## src/rtl/spike_aer_encoder_if.sv

```systemverilog
// ---------------------------------------------------------------------------
// spike_aer_encoder_if
//   Valid/ready address-event stream leaving the spike AER encoder.
//
//   ev_valid  master -> slave  head event word is valid
//   ev_ready  slave  -> master consumer accepts the head event this cycle
//   ev_addr   master -> slave  neuron index of the head event
//   ev_ts     master -> slave  time-step stamp of the head event
// ---------------------------------------------------------------------------
interface spike_aer_encoder_if #(
    parameter int ADDR_W = 3,
    parameter int TS_W   = 16
);
    logic              ev_valid;
    logic              ev_ready;
    logic [ADDR_W-1:0] ev_addr;
    logic [TS_W-1:0]   ev_ts;

    modport master (output ev_valid, ev_addr, ev_ts, input ev_ready);
    modport slave  (input ev_valid, ev_addr, ev_ts, output ev_ready);
endinterface

```

## src/rtl/spike_aer_encoder.sv

```systemverilog
// ---------------------------------------------------------------------------
// spike_aer_encoder
//   Turns per-neuron spike pulses into AER words {timestamp, address}.
//   Spikes are latched into a pending vector, one pending neuron is picked
//   per cycle by a round-robin arbiter, and the resulting event is pushed
//   into a small first-word-fall-through FIFO feeding a valid/ready stream.
//
//   clk         clock
//   reset_n     asynchronous active-low reset
//   spike_in    one bit per neuron, a 1 in any cycle is one spike
//   tick_in     single-cycle time-step strobe
//   ev          AER event stream (master side)
//   fifo_count  occupied FIFO entries
//   pending     latched spikes not yet encoded
//   drop_cnt    spikes merged into an already pending bit (saturating)
// ---------------------------------------------------------------------------
module spike_aer_encoder #(
    parameter int N_NEURONS  = 8,
    parameter int ADDR_W     = 3,
    parameter int TS_W       = 16,
    parameter int FIFO_DEPTH = 4,
    parameter int DROP_W     = 8
) (
    input  logic                          clk,
    input  logic                          reset_n,
    input  logic [N_NEURONS-1:0]          spike_in,
    input  logic                          tick_in,
    spike_aer_encoder_if.master           ev,
    output logic [$clog2(FIFO_DEPTH):0]   fifo_count,
    output logic [N_NEURONS-1:0]          pending,
    output logic [DROP_W-1:0]             drop_cnt
);

    localparam int PTR_W = $clog2(FIFO_DEPTH);
    localparam int CNT_W = PTR_W + 1;
    localparam int MRG_W = $clog2(N_NEURONS + 1);
    localparam int SUM_W = DROP_W + MRG_W;

    localparam logic [CNT_W-1:0]  CNT_FULL = CNT_W'(FIFO_DEPTH);
    localparam logic [DROP_W-1:0] DROP_MAX = {DROP_W{1'b1}};
    localparam logic [ADDR_W-1:0] LAST_IDX = ADDR_W'(N_NEURONS - 1);

    // ------------------------------------------------------------------
    // State
    // ------------------------------------------------------------------
    logic [TS_W-1:0]                        ts_q, ts_d;
    logic [N_NEURONS-1:0]                   pending_q, pending_d;
    logic [ADDR_W-1:0]                      rr_ptr_q, rr_ptr_d;
    logic [DROP_W-1:0]                      drop_q, drop_d;

    logic [FIFO_DEPTH-1:0][ADDR_W-1:0]      mem_addr_q;
    logic [FIFO_DEPTH-1:0][TS_W-1:0]        mem_ts_q;
    logic [PTR_W-1:0]                       wr_ptr_q, wr_ptr_d;
    logic [PTR_W-1:0]                       rd_ptr_q, rd_ptr_d;
    logic [CNT_W-1:0]                       count_q, count_d;
    logic [ADDR_W-1:0]                      head_addr_q, head_addr_d;
    logic [TS_W-1:0]                        head_ts_q, head_ts_d;

    // ------------------------------------------------------------------
    // Control
    // ------------------------------------------------------------------
    logic                  fifo_full;
    logic                  grant;
    logic [ADDR_W-1:0]     gnt_idx;
    logic [N_NEURONS-1:0]  gnt_oh;
    logic [N_NEURONS-1:0]  merge;
    logic [MRG_W-1:0]      n_merge;
    logic [SUM_W-1:0]      drop_sum;
    logic                  push;
    logic                  pop;

    assign fifo_full = (count_q == CNT_FULL);

    // Round-robin search: walk N_NEURONS positions starting at rr_ptr and
    // take the first pending bit. A full FIFO blocks the grant entirely so
    // the pending bits simply keep accumulating.
    always_comb begin
        int unsigned idx;
        grant   = 1'b0;
        gnt_idx = '0;
        for (int k = 0; k < N_NEURONS; k++) begin
            idx = int'(rr_ptr_q) + k;
            if (idx >= N_NEURONS) idx = idx - N_NEURONS;
            if (!grant && pending_q[idx]) begin
                grant   = 1'b1;
                gnt_idx = ADDR_W'(idx);
            end
        end
        if (fifo_full) grant = 1'b0;
    end

    assign push = grant;
    assign pop  = (count_q != '0) && ev.ev_ready;

    // Pending update and merge accounting. A spike arriving on the bit being
    // granted re-arms it rather than counting as a merge.
    always_comb begin
        gnt_oh = '0;
        if (grant) gnt_oh[gnt_idx] = 1'b1;
        merge     = spike_in & pending_q & ~gnt_oh;
        pending_d = spike_in | (pending_q & ~gnt_oh);
        n_merge   = '0;
        for (int i = 0; i < N_NEURONS; i++) begin
            n_merge = n_merge + MRG_W'(merge[i]);
        end
        drop_sum = SUM_W'(drop_q) + SUM_W'(n_merge);
        drop_d   = (drop_sum > SUM_W'(DROP_MAX)) ? DROP_MAX : drop_sum[DROP_W-1:0];
    end

    always_comb begin
        rr_ptr_d = rr_ptr_q;
        if (grant) rr_ptr_d = (gnt_idx == LAST_IDX) ? '0 : gnt_idx + ADDR_W'(1);
    end

    assign ts_d = tick_in ? ts_q + TS_W'(1) : ts_q;

    // ------------------------------------------------------------------
    // FIFO pointers and count
    // ------------------------------------------------------------------
    always_comb begin
        wr_ptr_d = push ? wr_ptr_q + PTR_W'(1) : wr_ptr_q;
        rd_ptr_d = pop  ? rd_ptr_q + PTR_W'(1) : rd_ptr_q;
        unique case ({push, pop})
            2'b10:   count_d = count_q + CNT_W'(1);
            2'b01:   count_d = count_q - CNT_W'(1);
            default: count_d = count_q;
        endcase
    end

    // Head output register: preload the word that will be at the head after
    // this edge. When the write slot equals the next read slot the FIFO is
    // (or becomes) single-entry and the fresh event bypasses the memory.
    // An empty FIFO holds the last head value.
    always_comb begin
        head_addr_d = head_addr_q;
        head_ts_d   = head_ts_q;
        if (count_d != '0) begin
            if (push && (wr_ptr_q == rd_ptr_d)) begin
                head_addr_d = gnt_idx;
                head_ts_d   = ts_q;
            end else begin
                head_addr_d = mem_addr_q[rd_ptr_d];
                head_ts_d   = mem_ts_q[rd_ptr_d];
            end
        end
    end

    // ------------------------------------------------------------------
    // Registers
    // ------------------------------------------------------------------
    always_ff @(posedge clk or negedge reset_n) begin
        if (!reset_n) begin
            ts_q        <= '0;
            pending_q   <= '0;
            rr_ptr_q    <= '0;
            drop_q      <= '0;
            mem_addr_q  <= '0;
            mem_ts_q    <= '0;
            wr_ptr_q    <= '0;
            rd_ptr_q    <= '0;
            count_q     <= '0;
            head_addr_q <= '0;
            head_ts_q   <= '0;
        end else begin
            ts_q        <= ts_d;
            pending_q   <= pending_d;
            rr_ptr_q    <= rr_ptr_d;
            drop_q      <= drop_d;
            // The stamp is the counter value before this edge's tick.
            if (push) begin
                mem_addr_q[wr_ptr_q] <= gnt_idx;
                mem_ts_q[wr_ptr_q]   <= ts_q;
            end
            wr_ptr_q    <= wr_ptr_d;
            rd_ptr_q    <= rd_ptr_d;
            count_q     <= count_d;
            head_addr_q <= head_addr_d;
            head_ts_q   <= head_ts_d;
        end
    end

    // ------------------------------------------------------------------
    // Outputs
    // ------------------------------------------------------------------
    assign ev.ev_valid = (count_q != '0);
    assign ev.ev_addr  = head_addr_q;
    assign ev.ev_ts    = head_ts_q;
    assign fifo_count  = count_q;
    assign pending     = pending_q;
    assign drop_cnt    = drop_q;

endmodule

```

## src/flat_wrapper.sv

```systemverilog
// flat-port wrapper written by rule: the top's interface ports become plain ports
module spike_aer_encoder_flat 
#(
    parameter int N_NEURONS  = 8,
    parameter int ADDR_W     = 3,
    parameter int TS_W       = 16,
    parameter int FIFO_DEPTH = 4,
    parameter int DROP_W     = 8
)
  (clk, reset_n, spike_in, tick_in, fifo_count, pending, drop_cnt, ev_ev_valid, ev_ev_addr, ev_ev_ts, ev_ev_ready);
  spike_aer_encoder_if #(.ADDR_W(ADDR_W), .TS_W(TS_W)) ev_i ();
  input  logic clk;
  input  logic reset_n;
  input  logic [N_NEURONS-1:0] spike_in;
  input  logic tick_in;
  output logic [$clog2(FIFO_DEPTH):0] fifo_count;
  output logic [N_NEURONS-1:0] pending;
  output logic [DROP_W-1:0] drop_cnt;
  output wire logic [$bits(ev_i.ev_valid)-1:0] ev_ev_valid;
  output wire logic [$bits(ev_i.ev_addr)-1:0] ev_ev_addr;
  output wire logic [$bits(ev_i.ev_ts)-1:0] ev_ev_ts;
  input wire logic [$bits(ev_i.ev_ready)-1:0] ev_ev_ready;
  assign ev_ev_valid = ev_i.ev_valid;
  assign ev_ev_addr = ev_i.ev_addr;
  assign ev_ev_ts = ev_i.ev_ts;
  assign ev_i.ev_ready = ev_ev_ready;
  spike_aer_encoder #(.N_NEURONS(N_NEURONS), .ADDR_W(ADDR_W), .TS_W(TS_W), .FIFO_DEPTH(FIFO_DEPTH), .DROP_W(DROP_W)) u_core (.clk(clk), .reset_n(reset_n), .spike_in(spike_in), .tick_in(tick_in), .ev(ev_i), .fifo_count(fifo_count), .pending(pending), .drop_cnt(drop_cnt));
endmodule
```

## config.mk

```make
export PLATFORM = sky130hd
export DESIGN_NAME = spike_aer_encoder_flat
export DESIGN_NICKNAME = d
export VERILOG_FILES = /design/src/rtl/spike_aer_encoder_if.sv /design/src/rtl/spike_aer_encoder.sv /design/src/flat_wrapper.sv
export SDC_FILE = /design/constraint.sdc
export NUM_CORES = 1
export LEC_CHECK = 0
export CELL_PAD_IN_SITES_DETAIL_PLACEMENT = 0
export CELL_PAD_IN_SITES_GLOBAL_PLACEMENT = 1
export CORE_MARGIN = 8
export CORE_UTILIZATION = 48
export DETAILED_ROUTE_END_ITERATION = 16
export GPL_TIMING_DRIVEN = 0
export PLACE_DENSITY = 0.84
export SLEW_MARGIN = 10
export SYNTH_ARGS = -nofsm -noshare
export SYNTH_HDL_FRONTEND = slang
export SYNTH_SLANG_ARGS = --single-unit
```

## constraint.sdc

```tcl
create_clock -name clk -period 9.5 [get_ports clk]
set_input_delay 1.425 -clock clk [delete_from_list [all_inputs] [get_ports clk]]
set_output_delay 1.425 -clock clk [all_outputs]
set_load 0.1 [all_outputs]
```

==> results.json <==
{
  "cts_resized": 0,
  "pre_cts_ws_ns": 0.927,
  "path_common_cell": "fa_1",
  "synth_area_leaders": "dfrtp_1, mux2_2, mux4_2, mux2i_1, ha_1",
  "outcome": "complete, no violations",
  "setup_viol": 0,
  "rsz0062_at_grt": "no",
  "slowest_delay_ns": 0.59,
  "ctsHoldBuffers": 0,
  "syn_avg_cell_area_um2": 12.3,
  "finClkSkew_ns": 0.00748,
  "cts_max_level": 4,
  "num_vias": 5192,
  "rrSetupSlack_ns": 0.89,
  "grt_max_degree": 80,
  "fin_cells": 916,
  "syn_nets": 653,
  "nets": 723,
  "drtAntennaViolNets": 0,
  "ios": 51,
  "routedWlPerCell_um": 19.5,
  "antenna_found_initial": 0,
  "drv_slew": 0,
  "netlist_area_um2": 7590,
  "yosys_most_used_dff": "dfrtp_1",
  "numCtsBuffers": 17,
  "synthTopCellsByCount": "dfrtp_1, mux2_2, nor2_1, mux4_2, nand2_1",
  "hpwlAfterDp_mm": 12.3,
  "synth_top_area_share_pct": 45.1,
  "synth_edf_count": 0,
  "max_freq_ghz": 0.116,
  "reg2reg_depth": 26,
  "cts.clk_slew.worst_paths_ns": 0.06,
  "yosys.area.top_type": "dfrtp_1",
  "drv_cap": 0,
  "grt_pass1_vias": 5507,
  "fin_tns_setup_ns": 0,
  "layout_min_cycle_time_ns": 8.61,
  "critical_path_class": "register to register",
  "vias_per_cell": 5.67,
  "syn_inst": 618,
  "fp.dieW_um": 142,
  "post_cts_buffers": 0,
  "cts_tree": "done",
  "drt-initial-drc-count": 405,
  "die_h_um": 142,
  "dp.cells": 885,
  "setup_ws_ns": 0.890,
  "crit_path_end_kind": "register",
  "clk_latency_ns": 0.42,
  "grt_pass1_wl_mm": 29.6,
  "ys_seq_elements": 137,
  "track_usage_pct": 18.9,
  "fin_crit_sh_pct": 90.6,
  "drt-pass1-iter-count": 5,
  "cp.required_ns": 9.79,
  "worstMarginPinSlew_ns": 0.998,
  "dieArea_um2": 20100,
  "worst_path_max_delay_cell": "mux4_2",
  "cp_max_fo": 10,
  "antenna_cells": 0,
  "synthArstFlopShare_pct": 100,
  "area_growth_pct": 19.3,
  "drive_gt1_share_pct": 26.3,
  "root_buffer": "clkbuf_16",
  "place_congestion": 0.876,
  "max-slew-margin-rel_pct": 33.3,
  "yosysMostFrequentCell": "dfrtp_1",
  "yosys_warnings": 0,
  "drc": 0,
  "synth_cell_type_count": 58,
  "whs_path_depth": 2,
  "rows": 46,
  "finalHoldViolations": 0,
  "clock_tree.buffer_depth": 2,
  "core-area_um2": 15700,
  "synth_seq_area_share_pct": 45.1,
  "holdCritPathClass": "register to register",
  "cp_data_arrival_time_ns": 8.90,
  "initial_core_util_pct": 48.5,
  "worstSetupStartpointType": "register",
  "wl_mm": 17.9,
  "clock-sinks": 137,
  "portBuffers": 50,
  "overflow": 0
}
==> per-stage QoR <==
| stage | cell area, um2 | hold slack [ns] | utilization (%) |
|---|---|---|---|
| final | 9060 | 0.488 | 57.9 |
| after global routing | 9060 | 0.508 | 57.9 |
| after CTS | 9060 | 0.493 | 57.9 |
| after detailed placement | 8390 | 0.478 | 53.6 |
| after global placement | 8370 | 0.461 | 53.4 |
| after floorplan | 7590 | 0.445 | - |
==> placed cells by master (no fill, tap or decap), types with 3 or more instances in the layout <==
cell             netlist  layout
dfrtp_1              137     137
fa_1                   6       6
bufinv_16              0       6
nor3_1                 3       3
xor2_1                 9       9
mux4_2                39      39
buf_2                 15      15
nor2b_1                7       7
nor2_1                42      42
nand3_1                8       8
clkdlybuf4s50_1        0      49
buf_4                  3       3
mux2_2                80      80
clkbuf_16              0      17
a21o_1                 7       7
a21oi_1               33      33
ha_1                  17      17
a31oi_1                3       3
nand4_1                6       6
clkbuf_1              28      29
xnor2_1               20      20
mux2i_1               32      32
or3_1                  3       3
nand2_1               35      35
o21ai_0               10      10
buf_6                  2       3
a221oi_1               4       4
inv_1                 21      21
nand2b_1               3       3
and3_1                 6       6
==> routing by layer <==
metal | up-vias | global-route usage (%) | routed length [um]
li1 | 2367 | - | -
met1 | 2678 | 23.2 | 7780
met2 | 120 | 32.2 | 9010
met3 | 27 | 4.00 | 732
met4 | 0 | 6.95 | 351
met5 | - | 0 | 0
==> worst paths after layout <==
kind	end	startpoint
worst max register to register	u_core.drop_cnt[3]$_DFF_PN0_	u_core.rr_ptr_q[1]$_DFFE_PN0P_
min in group asynchronous	u_core.mem_ts_q[21]$_DFFE_PN0P_	reset_n
worst min register to register	u_core.mem_addr_q[4]$_DFFE_PN0P_	u_core.mem_addr_q[4]$_DFFE_PN0P_
worst min-delay path	u_core.mem_addr_q[4]$_DFFE_PN0P_	u_core.mem_addr_q[4]$_DFFE_PN0P_
max in group asynchronous	u_core.pending[5]$_DFF_PN0_	reset_n
worst max-delay path	u_core.drop_cnt[3]$_DFF_PN0_	u_core.rr_ptr_q[1]$_DFFE_PN0P_
==> area by class of cell <==
type,instances,area [um2]
Sequential cell,137,3430
Inverter,24,92.6
Clock buffer,19,443
Buffer,48,225
Tap cell,216,270
Multi-Input combinational cell,409,3850
Clock inverter,12,223
Fill cell,1317,6600
Timing Repair Buffer,51,529
==> critical path: cells and delay by family, from the launching register on <==
family          cells  cell delay [ns]
buf+inv             6             1.32
mux                 2             0.90
compound gates      5             1.38
fa+ha+maj           7             3.06
simple gates        6             1.47
flops               1             0.34
==> sequential cells by signal, summed over array words and instances, names as in the netlist <==
signal             cells
u_core.fifo_count      3
u_core.rr_ptr_q        3
u_core.ev.ev_ts       16
u_core.ev.ev_addr      3
u_core.mem_ts_q       64
u_core.ts_q           16
u_core.rd_ptr_q        2
u_core.pending         8
u_core.drop_cnt        8
u_core.wr_ptr_q        2
u_core.mem_addr_q     12
==> cell families (layout without fill, tap and decap cells) <==
logic type	after synthesis	after routing	share of synthesized area, %
buf+inv	72	154	4.18
fa+ha+maj	23	23	4.38
flops	137	137	45.1
xor+xnor	29	29	3.34
compound gates	79	79	7.03
mux	153	153	28.0
simple gates	125	125	7.94
Power is not shown: default switching activity piles up to over one toggle a cycle in this logic, so the estimate is an artifact.
